### src/rtl/core_dispatch.sv
// core_dispatch
//   Round-robin scheduler that shares the input buffers of N_CORES SHA-512
//   cores between the data blocks coming out of engine block assembly. For
//   each block it grants a core with a free input slot in the requested
//   context. It then streams BLK_WORDS words into that core and commits the
//   block with a single core_set_input_ready pulse.
//
// Ports
//   CLK, reset_n          clock, asynchronous active-low reset
//   req/req_ctx/req_blk_op  block request from the engine, held until req_ack
//   req_ack               1-cycle pulse: core granted, request fields captured
//   din/din_valid/din_ready word stream; a word is taken when din_valid=1 in WRITE
//   core_ready            per core i, bit 4i+2*seq+ctx = input slot (seq,ctx) free
//   core_wr_en/core_wr_addr/core_din  write port to the granted core
//   core_blk_op/core_input_ctx/core_input_seq  held for the whole block
//   core_set_input_ready  1-cycle commit pulse to the granted core
//   grant_core            index of the granted core
//   err                   sticky protocol error
module core_dispatch #(
    parameter  int N_CORES   = 4,
    parameter  int MEM_WIDTH = 32,
    parameter  int BLK_WORDS = 16,
    parameter  int BLK_OP_W  = 4,
    localparam int GW        = $clog2(N_CORES)
) (
    input  logic                   CLK,
    input  logic                   reset_n,
    input  logic                   req,
    input  logic                   req_ctx,
    input  logic [BLK_OP_W-1:0]    req_blk_op,
    output logic                   req_ack,
    input  logic [MEM_WIDTH-1:0]   din,
    input  logic                   din_valid,
    output logic                   din_ready,
    input  logic [4*N_CORES-1:0]   core_ready,
    output logic [N_CORES-1:0]     core_wr_en,
    output logic [3:0]             core_wr_addr,
    output logic [MEM_WIDTH-1:0]   core_din,
    output logic [BLK_OP_W-1:0]    core_blk_op,
    output logic                   core_input_ctx,
    output logic                   core_input_seq,
    output logic                   core_set_input_ready,
    output logic [GW-1:0]          grant_core,
    output logic                   err
);

    typedef enum logic [1:0] {
        IDLE   = 2'd0,
        WRITE  = 2'd1,
        COMMIT = 2'd2
    } state_t;

    localparam logic [3:0]         LAST_W = 4'(BLK_WORDS - 1);
    localparam logic [N_CORES-1:0] ONE_HOT0 = N_CORES'(1);

    state_t             state;
    logic [GW-1:0]      rr_ptr;
    logic [N_CORES-1:0] seq_ptr;
    logic [3:0]         w;
    logic               req_pend;   // req was high last cycle and not yet acknowledged
    logic               ctx_q;      // req_ctx seen last cycle

    logic [N_CORES-1:0] eligible;
    logic               found_hi, found_lo, sel_found;
    logic [GW-1:0]      sel_hi, sel_lo, sel;
    logic               grant_now;
    logic               err_cond;

    // Selection splits the cores into those at/after rr_ptr and those before
    // it, so the first match in the upper group wins over the lower group.
    // This gives the rotating priority without modulo index arithmetic.
    always_comb begin
        eligible = '0;
        found_hi = 1'b0;
        found_lo = 1'b0;
        sel_hi   = '0;
        sel_lo   = '0;
        for (int unsigned i = 0; i < N_CORES; i++) begin
            logic [3:0] nib;
            nib         = core_ready[4*i +: 4];
            eligible[i] = nib[{seq_ptr[i], req_ctx}];
        end
        for (int unsigned i = 0; i < N_CORES; i++) begin
            if (eligible[i]) begin
                if (32'(rr_ptr) <= i) begin
                    if (!found_hi) begin
                        found_hi = 1'b1;
                        sel_hi   = GW'(i);
                    end
                end else if (!found_lo) begin
                    found_lo = 1'b1;
                    sel_lo   = GW'(i);
                end
            end
        end
        sel_found = found_hi | found_lo;
        sel       = found_hi ? sel_hi : sel_lo;
    end

    assign grant_now = (state == IDLE) && req && sel_found;
    assign err_cond  = (din_valid && (state != WRITE)) ||
                       (req && req_pend && (req_ctx != ctx_q));

    always_ff @(posedge CLK or negedge reset_n) begin
        if (!reset_n) begin
            state                <= IDLE;
            rr_ptr               <= '0;
            seq_ptr              <= '0;
            w                    <= '0;
            req_pend             <= 1'b0;
            ctx_q                <= 1'b0;
            req_ack              <= 1'b0;
            din_ready            <= 1'b0;
            core_wr_en           <= '0;
            core_wr_addr         <= '0;
            core_din             <= '0;
            core_blk_op          <= '0;
            core_input_ctx       <= 1'b0;
            core_input_seq       <= 1'b0;
            core_set_input_ready <= 1'b0;
            grant_core           <= '0;
            err                  <= 1'b0;
        end else begin
            req_ack              <= 1'b0;
            core_wr_en           <= '0;
            core_set_input_ready <= 1'b0;
            // The ack cycle clears the pending flag so the engine may present
            // the next block with a different ctx right after the ack.
            req_pend             <= req && !grant_now && !req_ack;
            ctx_q                <= req_ctx;
            if (err_cond) begin
                err <= 1'b1;
            end

            case (state)
                IDLE: begin
                    if (grant_now) begin
                        state          <= WRITE;
                        req_ack        <= 1'b1;
                        grant_core     <= sel;
                        core_input_ctx <= req_ctx;
                        core_input_seq <= seq_ptr[sel];
                        core_blk_op    <= req_blk_op;
                        din_ready      <= 1'b1;
                        w              <= '0;
                    end
                end
                WRITE: begin
                    if (din_valid) begin
                        core_wr_en   <= ONE_HOT0 << grant_core;
                        core_wr_addr <= w;
                        core_din     <= din;
                        w            <= w + 4'd1;
                        if (w == LAST_W) begin
                            din_ready <= 1'b0;
                            state     <= COMMIT;
                        end
                    end
                end
                COMMIT: begin
                    core_set_input_ready <= 1'b1;
                    seq_ptr[grant_core]  <= ~seq_ptr[grant_core];
                    rr_ptr               <= (grant_core == GW'(N_CORES - 1)) ? '0
                                                                             : grant_core + GW'(1);
                    w                    <= '0;
                    state                <= IDLE;
                end
                default: state <= IDLE;
            endcase
        end
    end

endmodule
### config.mk
export PLATFORM = sky130hd
export DESIGN_NAME = core_dispatch
export DESIGN_NICKNAME = d
export VERILOG_FILES = /design/src/rtl/core_dispatch.sv
export SDC_FILE = /design/constraint.sdc
export NUM_CORES = 1
export LEC_CHECK = 0
export CAP_MARGIN = 25
export CORE_AREA = 3 3 76 78
export CTS_CLUSTER_SIZE = 25
export DETAILED_ROUTE_END_ITERATION = 8
export DIE_AREA = 0 0 79 81
export DONT_BUFFER_PORTS = 1
export GPL_TIMING_DRIVEN = 0
export PLACE_DENSITY = 0.73
export SYNTH_ARGS = -nofsm -noshare
export SYNTH_HDL_FRONTEND = slang
export SYNTH_SLANG_ARGS = --single-unit
### constraint.sdc
create_clock -name CLK -period 2 [get_ports CLK]
set_input_delay 0.4 -clock CLK [delete_from_list [all_inputs] [get_ports CLK]]
set_output_delay 0.4 -clock CLK [all_outputs]
set_load 0.005 [all_outputs]
==> flow_summary.yaml <==
worst_hold_path:
  hold_class: "input pin to register"
  hold_path_startpoint: "req_ctx"
  hold_end: "ctx_q$_DFF_PN0_"
  hold_path_depth: 0
setup_path:
  critPathKind: "register to register"
  r2r_cells: 6
  regToRegEndpoint: "core_input_seq$_DFFE_PN0P_"
  cpMaxStageDelayCell: "mux4_2"
  timing.critical_path.from_type: "register"
  timing.rr.start: "seq_ptr[1]$_DFFE_PN0P_"
  endpoint_arrival_time_on_the_critical_path_ns: 2.36
  cp_endpoint_kind: "register"
  cells_traversed_along_the_worst_timing_path: "mux4_2 > a221o_1 > a211o_1 > mux2i_1 > and3_1 > a221oi_2"
  cp_slowest_stage_delay_ns: 0.54
  setup.reg_to_reg.worst_slack_ns: -0.13
  cp_num_buf_inv: 0
  crit_fanout: 3
  path_delay_family: "compound AO/OA/AOI/OAI gates"
  critPathRequiredTime_ns: 2.24
grt:
  grt_start_max_net_pins: 67
  grt_antenna_before_repair: 0
  first_global_vias: 1847
  first_pass_grt_wire_length_mm: 8.98
  globalRouteOverflowTotal: 0
  grt_util_all_layers: 0.183
floorplanning:
  floorplan.die.width_um: 79
  die-height_um: 81
  placementRows: 26
  coreArea_um2: 5140
  design.die.area_um2: 6400
  initial_standard_cell_utilization_of_the_core: 0.561
  design.portCount: 109
timing:
  setup_violations: 13
  number_of_pins_exceeding_their_max_slew_limit_in_the_final_report: 0
  timing.final.ws_setup_ns: -0.128
  timing.clock.skew_ns: 0.00674
  fin_tns_setup_ns: -1.07
  rsz0062_at_grt: "true"
  maxClockFrequency_mhz: 470
  timing.final.hold_violations: 0
  slew-limit-headroom: 0.702
  period_needed_ns: 2.13
  final.period_utilization: 1.06
  timing_worst_slew_pin_value_ns: 0.446
placed_design:
  port-buffer-count: 0
  gpl.final_weighted_congestion: 0.850
  hpwl_mm: 4.00
  place_ws_ns: -0.357
clocking:
  clock-sinks: 66
  cts_buffers: 9
  clock_tree.root_cell: "clkbuf_8"
  clkSlewWorstSetupHoldPaths_ns: 0.07
  ctsLongestPathBuffers: 2
  insertion_delay_ns: 0.33
  maximum_level_of_the_cts_h_tree: 3
  cts_tree: "done"
run_status:
  outcome: "finished with violations"
  failed_checks: "negative setup slack"
logic_synthesis:
  synth.largest_area_cell: "dfrtp_1"
  synth.ff_latch_count: 66
  synth.top_cell.area_share: 0.573
  post_synth_inst_count: 231
  cell_area_synth_um2: 2880
  yosys_warnings: 0
  number_of_enable_flip_flop_cells_after_synthesis: 0
  synth_area_per_cell_um2: 12.5
  synth_cell_type_count: 39
  synth_area_leaders: "dfrtp_1, mux2_2, mux4_2"
  async_reset_ff_frac: 1.00
  ys.flop_type: "dfrtp_1"
  mappedNetlistNets: 293
  yosysSeqAreaShare: 0.573
layout:
  multiInputGateArea_um2: 1170
  layout.core_utilization: 0.651
  area.sequential_um2: 1650
  area_growth_syn_to_layout_pct: 16.0
  final.fill_count: 432
  antenna-diode-count: 0
  drive_above_1_share: 0.318
  fin_nets: 315
route:
  route.detailed.vias_per_inst: 5.63
  drt_first_iter_violations: 92
  dr_total_vias: 1848
  detail_route.first_pass.iterations: 4
  antenna_violating_nets_post_route: 0
  average_wire_per_cell_in_the_routed_design_um: 17.5
  drt_wl_total_mm: 5.75
  drc: 0
power:
  power.density_nw_per_um2: 1270
  p_leak_nw: 1.48
  irDropWorstVdd_v: 0.000952
run:
  drv_cap: 0
[worst max path at each step]
stage                            from                         end  slack [ns]  cells after the start
4_1_cts        seq_ptr[1]$_DFFE_PN0P_  core_input_seq$_DFFE_PN0P_       -0.22                      6
3_5_place_dp   seq_ptr[1]$_DFFE_PN0P_  core_input_seq$_DFFE_PN0P_       -0.36                      6
6_report       seq_ptr[1]$_DFFE_PN0P_  core_input_seq$_DFFE_PN0P_       -0.13                      6
2_1_floorplan                 req_ctx            w[1]$_DFFE_PN0P_       -0.12                      6
3_3_place_gp                  req_ctx            w[1]$_DFFE_PN0P_       -0.34                      6
5_1_grt        seq_ptr[1]$_DFFE_PN0P_  core_input_seq$_DFFE_PN0P_       -0.24                      6
[layer usage]
metal / vias up / routed length (um) / track usage
met5: - / 0 / 0
met4: 0 / 89 / 0.0893
met3: 8 / 323 / 0.0432
met2: 61 / 2930 / 0.310
met1: 915 / 2410 / 0.222
li1: 864 / - / -
[layout by cell type, fill, tap and decap left out, types with 2 or more instances in the layout]
master and instances:
clkbuf_1 5, buf_4 8, nor2_1 10, clkinvlp_4 2, nand3_1 2, a31oi_1 5, o21ai_0 7, nand2_1 30
o211ai_1 2, dfrtp_1 64, nor2b_1 3, clkbuf_8 11, o21ai_1 4, ha_1 5, mux4_2 5, clkbuf_2 4
dfrtp_2 2, inv_1 8, mux2i_1 2, and3_1 5, a21oi_1 7, mux2_2 37
[final cells by class]
cell class / count / area share
tap: 70 / 0.0262
inverter: 9 / 0.0101
sequential: 66 / 0.494
buffer: 10 / 0.0209
timing repair buffer: 11 / 0.0366
multi-input combinational: 146 / 0.350
clock inverter: 4 / 0.0150
clock buffer: 12 / 0.0464
[sequential cells by signal, summed over array words and instances, names as in the netlist, 2 cells and up]
signal        count
rr_ptr            2
grant_core        2
core_din         32
core_blk_op       4
core_wr_en        4
w                 4
state             2
core_wr_addr      4
seq_ptr           4
[what timing repair did]
| item | in CTS | in global routing |
|---|---|---|
| endpoints found under the hold margin | 66 | 0 |
| buffers inserted | 4 | 4 |
| cloned | 0 | 1 |
| endpoints found under the setup margin | 36 | 24 |
| hold buffers | 2 | 0 |
| resized for setup | 5 | 15 |
| pin swaps | 2 | 2 |
[per-stage QoR]
| stage | std cells | instance area (um2) | hold WS [ns] | power [mW] |
|---|---|---|---|---|
| finish | 328 | 3350 | 0.0945 | 4.24 |
| CTS | 323 | 3270 | 0.0791 | 4.22 |
| global route | 328 | 3350 | 0.0806 | 4.50 |
| detailed placement | 301 | 2990 | 0.106 | 3.02 |
| floorplan | 231 | 2900 | 0.104 | 2.77 |
| global placement | 301 | 2990 | 0.106 | 2.97 |
[cell families after synthesis]
group | Yosys count | share of synthesized area
mux | 44 | 0.190
buf+inv | 19 | 0.0278
fa+ha+maj | 5 | 0.0217
compound gates | 38 | 0.0937
simple gates | 58 | 0.0907
flops | 66 | 0.573
xor+xnor | 1 | 0.00304
[power by group]
part / leakage [nW] / switching, mW / total [mW] / internal (mW)
logic: 0.583 / 0.474 / 1.01 / 0.540
clock network: 0.0986 / 0.488 / 1.13 / 0.642
registers: 0.801 / 0.347 / 2.09 / 1.74
[synth_stat cells, types with 2 or more instances]
master and n:
nor3b_1 2, and3_1 5, mux4_2 5, mux2_2 37
nand3_1 2, nor2_1 10, o21ai_0 11, a21oi_1 7
dfrtp_1 66, mux2i_1 2, o211ai_1 2, nand2_1 30
nor2b_1 4, a31oi_1 5, clkbuf_1 8, ha_1 5
inv_1 8
(Power assumes the default switching activity.)
